**src/rtl/lmg_pkg.sv**
```systemverilog
// Shared types and constants for the legal-move-generator output packer.
package lmg_pkg;

    localparam int unsigned MOVE_W     = 18;
    localparam int unsigned SLOTS      = 8;
    localparam int unsigned SLOT_PITCH = MOVE_W + 1;
    localparam int unsigned WORD_W     = SLOTS * SLOT_PITCH;
    localparam int unsigned FIFO_DEPTH = 16;
    localparam int unsigned CNT_W      = 8;

    // Every slot invalid (flag at the top of each 19-bit slot), all data zero.
    localparam logic [WORD_W-1:0] TERMINATOR_WORD = {SLOTS{1'b1, {MOVE_W{1'b0}}}};

    typedef enum logic [2:0] {
        StIdle,
        StPack,
        StFlush,
        StTerm,
        StDone
    } lmg_state_e;

endpackage

```
**src/rtl/move_word_fifo.sv**
```systemverilog
// Generic show-ahead synchronous FIFO; head is valid whenever empty is low.
module move_word_fifo #(
    parameter int unsigned WIDTH = 152,
    parameter int unsigned DEPTH = 16
) (
    input  logic             clk,
    input  logic             reset,
    input  logic             clear,
    input  logic             push,
    input  logic [WIDTH-1:0] push_data,
    input  logic             pop,
    output logic [WIDTH-1:0] head,
    output logic             full,
    output logic             empty
);

    localparam int unsigned AW = $clog2(DEPTH);
    localparam int unsigned CW = AW + 1;

    logic [WIDTH-1:0] mem [DEPTH];
    logic [AW-1:0]    wr_ptr;
    logic [AW-1:0]    rd_ptr;
    logic [CW-1:0]    count;
    logic             do_push;
    logic             do_pop;

    assign empty   = (count == '0);
    assign full    = (count == CW'(DEPTH));
    assign do_pop  = pop && !empty;
    // A full FIFO still accepts a push when a pop frees the slot in the same cycle.
    assign do_push = push && (!full || do_pop);
    assign head    = mem[rd_ptr];

    always_ff @(posedge clk) begin
        if (do_push) begin
            mem[wr_ptr] <= push_data;
        end
    end

    always_ff @(posedge clk) begin
        if (reset || clear) begin
            wr_ptr <= '0;
            rd_ptr <= '0;
            count  <= '0;
        end else begin
            if (do_push) begin
                wr_ptr <= wr_ptr + 1'b1;
            end
            if (do_pop) begin
                rd_ptr <= rd_ptr + 1'b1;
            end
            if (do_push && !do_pop) begin
                count <= count + 1'b1;
            end else if (!do_push && do_pop) begin
                count <= count - 1'b1;
            end
        end
    end

endmodule

```
**src/rtl/lmg_move_packer.sv**
```systemverilog
// Packs generated moves eight per word into a show-ahead FIFO and closes each
// list with an all-invalid terminator word.
module lmg_move_packer
    import lmg_pkg::*;
(
    input  logic              clk,
    input  logic              reset,
    input  logic              gen_start,
    input  logic              move_valid,
    input  logic [MOVE_W-1:0] move_data,
    input  logic              move_last,
    input  logic              gen_end,
    output logic              move_ready,
    input  logic              rden,
    output logic [WORD_W-1:0] fifoOut,
    output logic              fifoEmpty,
    output logic              done,
    output logic [CNT_W-1:0]  move_count
);

    localparam int unsigned SLOT_IDX_W = $clog2(SLOTS);

    lmg_state_e            state;
    logic [SLOT_IDX_W-1:0] slot_idx;
    logic [WORD_W-1:0]     word_q;
    logic [WORD_W-1:0]     word_d;
    logic                  word_pending;
    logic [WORD_W-1:0]     push_data;
    logic [WORD_W-1:0]     fifo_head;
    logic                  push_req;
    logic                  push_ok;
    logic                  can_push;
    logic                  fifo_full;
    logic                  fifo_empty;
    logic                  accept;
    logic                  list_end;
    logic                  word_full_now;

    assign can_push      = !fifo_full || (rden && !fifo_empty);
    assign move_ready    = (state == StPack) && !gen_start && !(word_pending && !can_push);
    assign accept        = move_valid && move_ready;
    // A move arriving with gen_end counts as the last move; a stalled move defers gen_end.
    assign list_end      = accept ? (move_last || gen_end) : (gen_end && !move_valid);
    assign word_full_now = accept && (slot_idx == SLOT_IDX_W'(SLOTS - 1));
    assign push_ok       = push_req && can_push && !gen_start;

    always_comb begin
        push_req  = 1'b0;
        push_data = word_q;
        case (state)
            StPack:  push_req = word_pending;
            StFlush: push_req = 1'b1;
            StTerm: begin
                // A full word left over from the final move goes out ahead of the terminator.
                push_req  = 1'b1;
                push_data = word_pending ? word_q : TERMINATOR_WORD;
            end
            default: push_req = 1'b0;
        endcase
    end

    always_comb begin
        word_d = (word_pending && push_ok) ? TERMINATOR_WORD : word_q;
        if (accept) begin
            word_d[int'(slot_idx) * SLOT_PITCH +: SLOT_PITCH] = {1'b0, move_data};
        end
    end

    always_ff @(posedge clk) begin
        if (reset) begin
            state        <= StIdle;
            slot_idx     <= '0;
            word_q       <= TERMINATOR_WORD;
            word_pending <= 1'b0;
            move_count   <= '0;
            done         <= 1'b0;
        end else if (gen_start) begin
            state        <= StPack;
            slot_idx     <= '0;
            word_q       <= TERMINATOR_WORD;
            word_pending <= 1'b0;
            move_count   <= '0;
            done         <= 1'b0;
        end else begin
            case (state)
                StPack: begin
                    word_q <= word_d;
                    if (word_pending && push_ok) begin
                        word_pending <= 1'b0;
                    end
                    if (accept) begin
                        slot_idx <= slot_idx + 1'b1;
                        if (move_count != '1) begin
                            move_count <= move_count + 1'b1;
                        end
                        if (word_full_now) begin
                            word_pending <= 1'b1;
                        end
                    end
                    if (list_end) begin
                        if (accept ? word_full_now : (slot_idx == '0)) begin
                            state <= StTerm;
                        end else begin
                            state <= StFlush;
                        end
                    end
                end
                StFlush: begin
                    if (push_ok) begin
                        state    <= StTerm;
                        word_q   <= TERMINATOR_WORD;
                        slot_idx <= '0;
                    end
                end
                StTerm: begin
                    if (push_ok) begin
                        if (word_pending) begin
                            word_pending <= 1'b0;
                        end else begin
                            state <= StDone;
                            done  <= 1'b1;
                        end
                    end
                end
                default: ;
            endcase
        end
    end

    move_word_fifo #(
        .WIDTH (WORD_W),
        .DEPTH (FIFO_DEPTH)
    ) u_fifo (
        .clk       (clk),
        .reset     (reset),
        .clear     (gen_start),
        .push      (push_ok),
        .push_data (push_data),
        .pop       (rden),
        .head      (fifo_head),
        .full      (fifo_full),
        .empty     (fifo_empty)
    );

    assign fifoOut   = fifo_empty ? TERMINATOR_WORD : fifo_head;
    assign fifoEmpty = fifo_empty;

endmodule

```
**config.mk**
```make
export PLATFORM = sky130hd
export DESIGN_NAME = lmg_move_packer
export DESIGN_NICKNAME = d
export VERILOG_FILES = /design/src/rtl/lmg_pkg.sv /design/src/rtl/move_word_fifo.sv /design/src/rtl/lmg_move_packer.sv
export SDC_FILE = /design/constraint.sdc
export NUM_CORES = 2
export LEC_CHECK = 0
export BUFFER_PORTS_ARGS = -buffer_cell sky130_fd_sc_hd__buf_2
export CAP_MARGIN = 40
export CORE_MARGIN = 2
export CORE_UTILIZATION = 55
export CTS_BUF_LIST = sky130_fd_sc_hd__clkbuf_4
export DETAILED_ROUTE_END_ITERATION = 16
export GPL_ROUTABILITY_DRIVEN = 1
export PLACE_DENSITY_LB_ADDON = 0.08
export REMOVE_ABC_BUFFERS = 1
export SETUP_SLACK_MARGIN = 0.2
export SLEW_MARGIN = 25
export SYNTH_ARGS = -nofsm -noshare
export SYNTH_HDL_FRONTEND = slang
export SYNTH_SLANG_ARGS = --single-unit
export TNS_END_PERCENT = 100
```
**constraint.sdc**
```tcl
create_clock -name clk -period 16.8 [get_ports clk]
set_input_delay 3.36 -clock clk [delete_from_list [all_inputs] [get_ports clk]]
set_output_delay 3.36 -clock clk [all_outputs]
set_load 0.05 [all_outputs]
```
# ---- After elaboration in Yosys (flattened, before gate mapping)
# Memory sizes are Yosys's and may differ from the RTL's. A register that Yosys moved wholly into a read port is not among the register bits.
# Cells that the tools add are included.
dict set report word_totals {
  register_bits 181
  latch_bits 0
  ram_bits 2432
  mem_bits_ro 0
  in_bits 25
  out_inout_bits 163
  elab_cells 109
  mem_count 1
}
dict set report classes {
  n_addsub 7
  n_mul 1
  div_mod_pow 0
  magnitude_cmp 0
  n_eq_ne 15
  shifts 2
  muxes 32
  bitwise_logic 1
  reduce_logical 40
}
# name depth word_bits read_ports rd_ports_with_merged_regs write_ports line_no
set memory_table {}
lappend memory_table {u_fifo.mem 16 152 1 1 1 move_word_fifo.sv:20} ;# logic [WIDTH-1:0] mem [DEPTH];
# cell n
set ops {}
lappend ops {{$mux 152} 6}
lappend ops {{$pmux 152 s2} 1}
lappend ops {{$bwmux 152} 1}
lappend ops {{$shift 19x34->152 const A} 1}
lappend ops {{$shiftx 19x34->152} 1}
lappend ops {{$neg 8->34} 1}
lappend ops {{$mux 3} 6}
lappend ops {{$logic_and 1x1->1} 13}
lappend ops {{$ne 3x3->1 const B} 4}
lappend ops {{$mux 1} 10}
lappend ops {{$mux 5} 2}
lappend ops {{$ne 2x2->1 const B} 5}
lappend ops {{$reduce_and 5->1} 2}
lappend ops {{$pmux 3 s3} 1}
lappend ops {{$reduce_and 3->1} 3}
lappend ops {{$add 4x1->4 const B} 2}
lappend ops {{$add 8x1->8 const B} 1}
lappend ops {{$logic_not 1->1} 8}
lappend ops {{$mul 3x5->8 const B} 1}
lappend ops {{$mux 4} 2}
lappend ops {{$ne 8x8->1 const B} 1}
lappend ops {{$eq 3x2->1 const B} 2}
lappend ops {{$pmux 3 s2} 1}
lappend ops {{$reduce_bool 2->1} 3}
lappend ops {{other kinds (15)} 20}

# ---- Longest topological paths before layout
dict set report depth {
  depth_word 15
  ltp_mapped 11
  ltp_nobuf 10
}

# ---- Cells and area by module
# A second synthesis with hierarchy kept.
dict set report hier_totals {
  cells_unflattened 4921
  hier_area_um2 100551.4
}
# mod instances cells_per_inst area_each_um2 seq_area_each_um2
set by_module_without_submodules {}
lappend by_module_without_submodules {move_word_fifo 1 3827 91516.5 73370.4}
lappend by_module_without_submodules {lmg_move_packer 1 1094 9034.9 3363.2}

# ---- Least setup slack after synthesis
# OpenSTA, ideal clock, no wires.
dict set report synth_timing {
  kind {input to register}
  from {input gen_start}
  to {memory u_fifo.mem[3][0] (enable)}
  setup_ns 0.850
  arrival_ns 14.717
  required_time_ns 15.950
  setup_slack_ns 1.232
  path_stages 4
  path_buffers 1
  path_cell_list {buf_2 a2111oi_2 nand2_1 nor3_1}
}
dict set report synth_between {
  elab_chain_len 5
}
# element line_no
set synth_rtl {}
lappend synth_rtl {{start, declared} lmg_move_packer.sv:8} ;# input logic gen_start,
lappend synth_rtl {{$logic_not 1->1} lmg_move_packer.sv:45} ;# assign push_ok = push_req && can_push && !gen_start;
lappend synth_rtl {{$logic_and 1x1->1} lmg_move_packer.sv:45}
lappend synth_rtl {{$logic_and 1x1->1} move_word_fifo.sv:31} ;# assign do_push = push && (!full || do_pop);
lappend synth_rtl {{net u_fifo.do_push} move_word_fifo.sv:24} ;# logic do_push;
lappend synth_rtl {{$mux 1} move_word_fifo.sv:35} ;# if (do_push) begin
lappend synth_rtl {{$mux 1 (implied by the code)} move_word_fifo.sv:36} ;# mem[wr_ptr] <= push_data;
lappend synth_rtl {{end, declared} move_word_fifo.sv:20}
# The timed path passes the listed nets, and every way through them passes these cells.

==> results.md <==
* Outcome: finished, final reports clean
* Worst Path Max Fanout at 98
* GRT Total Usage at 27.1%
* RSZ-0062 raised after global routing: false
* Critical Path Max Stage Delay at 840 ps
* Reg clk slew, reported paths at 70 ps
* Capture point of the critical path: fifoOut[87]
* First-pass GRT wire length at 358000 µm
* DP HPWL at 132000 µm
* FF+latch area at 0.0767 mm²
* Layout cells sized above 1 at 36.6%
* Slowest cell on the critical path: dfxtp_4
* LEAKAGE at 35.8 nW
* Most common cell type on the critical path: buf_12
* Syn_area_per_cell at 21.6 µm²
* CTS Root Cell: clkbuf_4
* Worst-Margin Slew at 1140 ps
* Post-Route Skew at 77.8 ps
* R2r worst-path depth at 8
* Maximum vdd drop at 0.0850 mV
* Clk_lat worst skew at 1410 ps
* Final GP Congestion at 0.760
* Dpl ws at 8850 ps
* I/O Buffers at 187
* # H-tree levels at 6
* CTS Hold Bufs at 0
* Die area at 0.185 mm²
* Initial DRC count at 5224
* Worst path cell trace: buf_4 > buf_12 > buf_12 > mux4_2 > mux2i_1 > o22ai_1 > buf_2
* Core ar. at 0.180 mm²
* Synthesis Warnings at 0
* Row count at 156
* Final Power at 12.8 mW
* Mapped Area at 0.0997 mm²
* Largest net degree at the start of global routing at 152
* Fin nets at 5530
* Commonest non-fill, non-tap cell in the layout: edfxtp_1
* Area of the multi-input gates at 0.0219 mm²
* Vias in the first global route at 52797
* Worst EP required at 13440 ps
* Reg2reg end: u_fifo.mem[12][41]
* Synthesized instance count at 4613
* Worst Setup End Kind: output pin
* Vias per cell at 6.12
* CTS Sinks at 2617
* Clk buf depth at 4
* Total CTS buffers at 668
* I/O pin count at 188
* Die height at 430 µm
* Post-synth EDFFs at 2432
* Fin util at 63.2%
* P&R area growth vs syn at 14.4%
* Period utilization at 54.6%
* DRC at 0
* Setup TNS at 0 ps
* Final worst slack at 7630 ps
* Hold Path Depth at 2
* Worst hold slack at 444 ps
* Setup Buffers After CTS at 0
* Asr flop ratio synth at 0%
* Antenna-violating nets left at 0
* Remaining Overflow, GRT at 0
* Detailed-route via count at 51132
* CP Class: flop to output pin
* F_max at 109 MHz
* Initial antenna violation count at 13
* Fin. Hold Viols at 0
* Post-synthesis register bit count at 2617
* Reg-to-reg slack, setup at 12570 ps
* Critical path arrival at 5810 ps
* Sequential-to-total area share from yosys stat at 77.0%
* Hold Path Class: flop to flop
* Crit path launch type: flop
* Primary FF master, synth: edfxtp_1
* Max_cap viols at 0
* Min cycle time layout at 9170 ps
* Relative slew slack at 23.8%
* Slew Viols, Final at 0
* Synth cell types at 70
* Most frequent cells in the layout: 2432 x edfxtp_1, 1055 x clkbuf_4, 608 x mux4_2
* Final wirelength at 249000 µm
* CTS tree: built
* Final setup fails at 0
* Die width at 430 µm
* Avg WL per Cell at 29.8 µm
* Initial DRT Pass Iterations at 6
* Reg2reg start: word_pending
* # fillers at 12825
* Starting Density at 55.3%
* PwrDens at 113 mW/mm²
* Post-CTS sizing at 0
==> critical path, delay by kind of cell (launching register included) <==
kind / cells / cell delay [ps]
buf+inv: 4 / 2290
flops: 1 / 840
mux: 2 / 770
compound gates: 1 / 200
==> cells by family after synthesis <==
group                      Yosys count  share of synthesized area, %
AOI/OAI and AO/OA                  357                          2.42
DFF                               2617                          77.0
buffers and inverters              283                          1.21
muxes                              915                          16.8
and+or+nand+nor                    410                          2.25
adders and majority gates           17                         0.221
xor gates and xnor gates            14                         0.123
==> per-stage QoR <==
step,cell area [µm²],std cells
after floorplan,98500,4342
after global placement,104000,7003
after detailed placement,105000,7103
after CTS,113000,8262
after global routing,114000,8351
final,114000,8355
==> routing by layer <==
layer	GRT usage [%]	wire length (µm)
met2	42.5	121000
met1	38.3	103000
met3	6.16	20000
met4	8.58	5850
met5	0	11
==> power breakdown <==
part	switching, mW	internal (mW)	leakage (nW)
Combinational	0.432	0.139	7.79
Sequential	0.00652	7.02	23.1
Clock	2.47	2.77	4.97
==> flip-flops by register name, summed over array words and instances, names as in the netlist, named ones only <==
signal,count
word_q,152
u_fifo.mem,2432
state,3
move_count,8
u_fifo.count,5
u_fifo.rd_ptr,4
done,1
slot_idx,3
u_fifo.wr_ptr,4
word_pending,1
==> layout make-up <==
| type | instances | share of cell area [%] |
|---|---|---|
| Antenna cell | 8 | 0.0176 |
| Clock buffer | 1000 | 6.58 |
| Clock inverter | 159 | 0.646 |
| Inverter | 12 | 0.0395 |
| Multi-Input combinational cell | 1713 | 19.2 |
| Sequential cell | 2617 | 67.3 |
| Tap cell | 2370 | 2.60 |
| Timing Repair Buffer | 476 | 3.56 |
==> synth_stat cells (all sizes together) (12+ instances only) <==
master	number	share of area (%)
nand3	60	0.30
a22o	18	0.16
edfxtp	2432	73
buf	126	0.61
inv	12	0.045
o21ai	92	0.47
nor2b	149	0.93
o22ai	147	0.93
ha	16	0.20
mux4	608	14
a32o	18	0.18
mux2i	307	3.1
nor3	13	0.088
nand2	95	0.37
a21oi	20	0.10
o2bb2ai	36	0.32
dfxtp	185	3.7
clkbuf	145	0.55
nor2	49	0.19
==> how the worst min path moves through the flow <==
stage                           from  slack [ps]    endpoint
final                     word_q[89]         440  word_q[89]
after global routing      word_q[89]         470  word_q[89]
after CTS                 word_q[89]         450  word_q[89]
after detailed placement  word_q[60]         440  word_q[60]
after global placement    word_q[60]         430  word_q[60]
after floorplan           word_q[57]         420  word_q[57]
(Power assumes the default switching activity.)
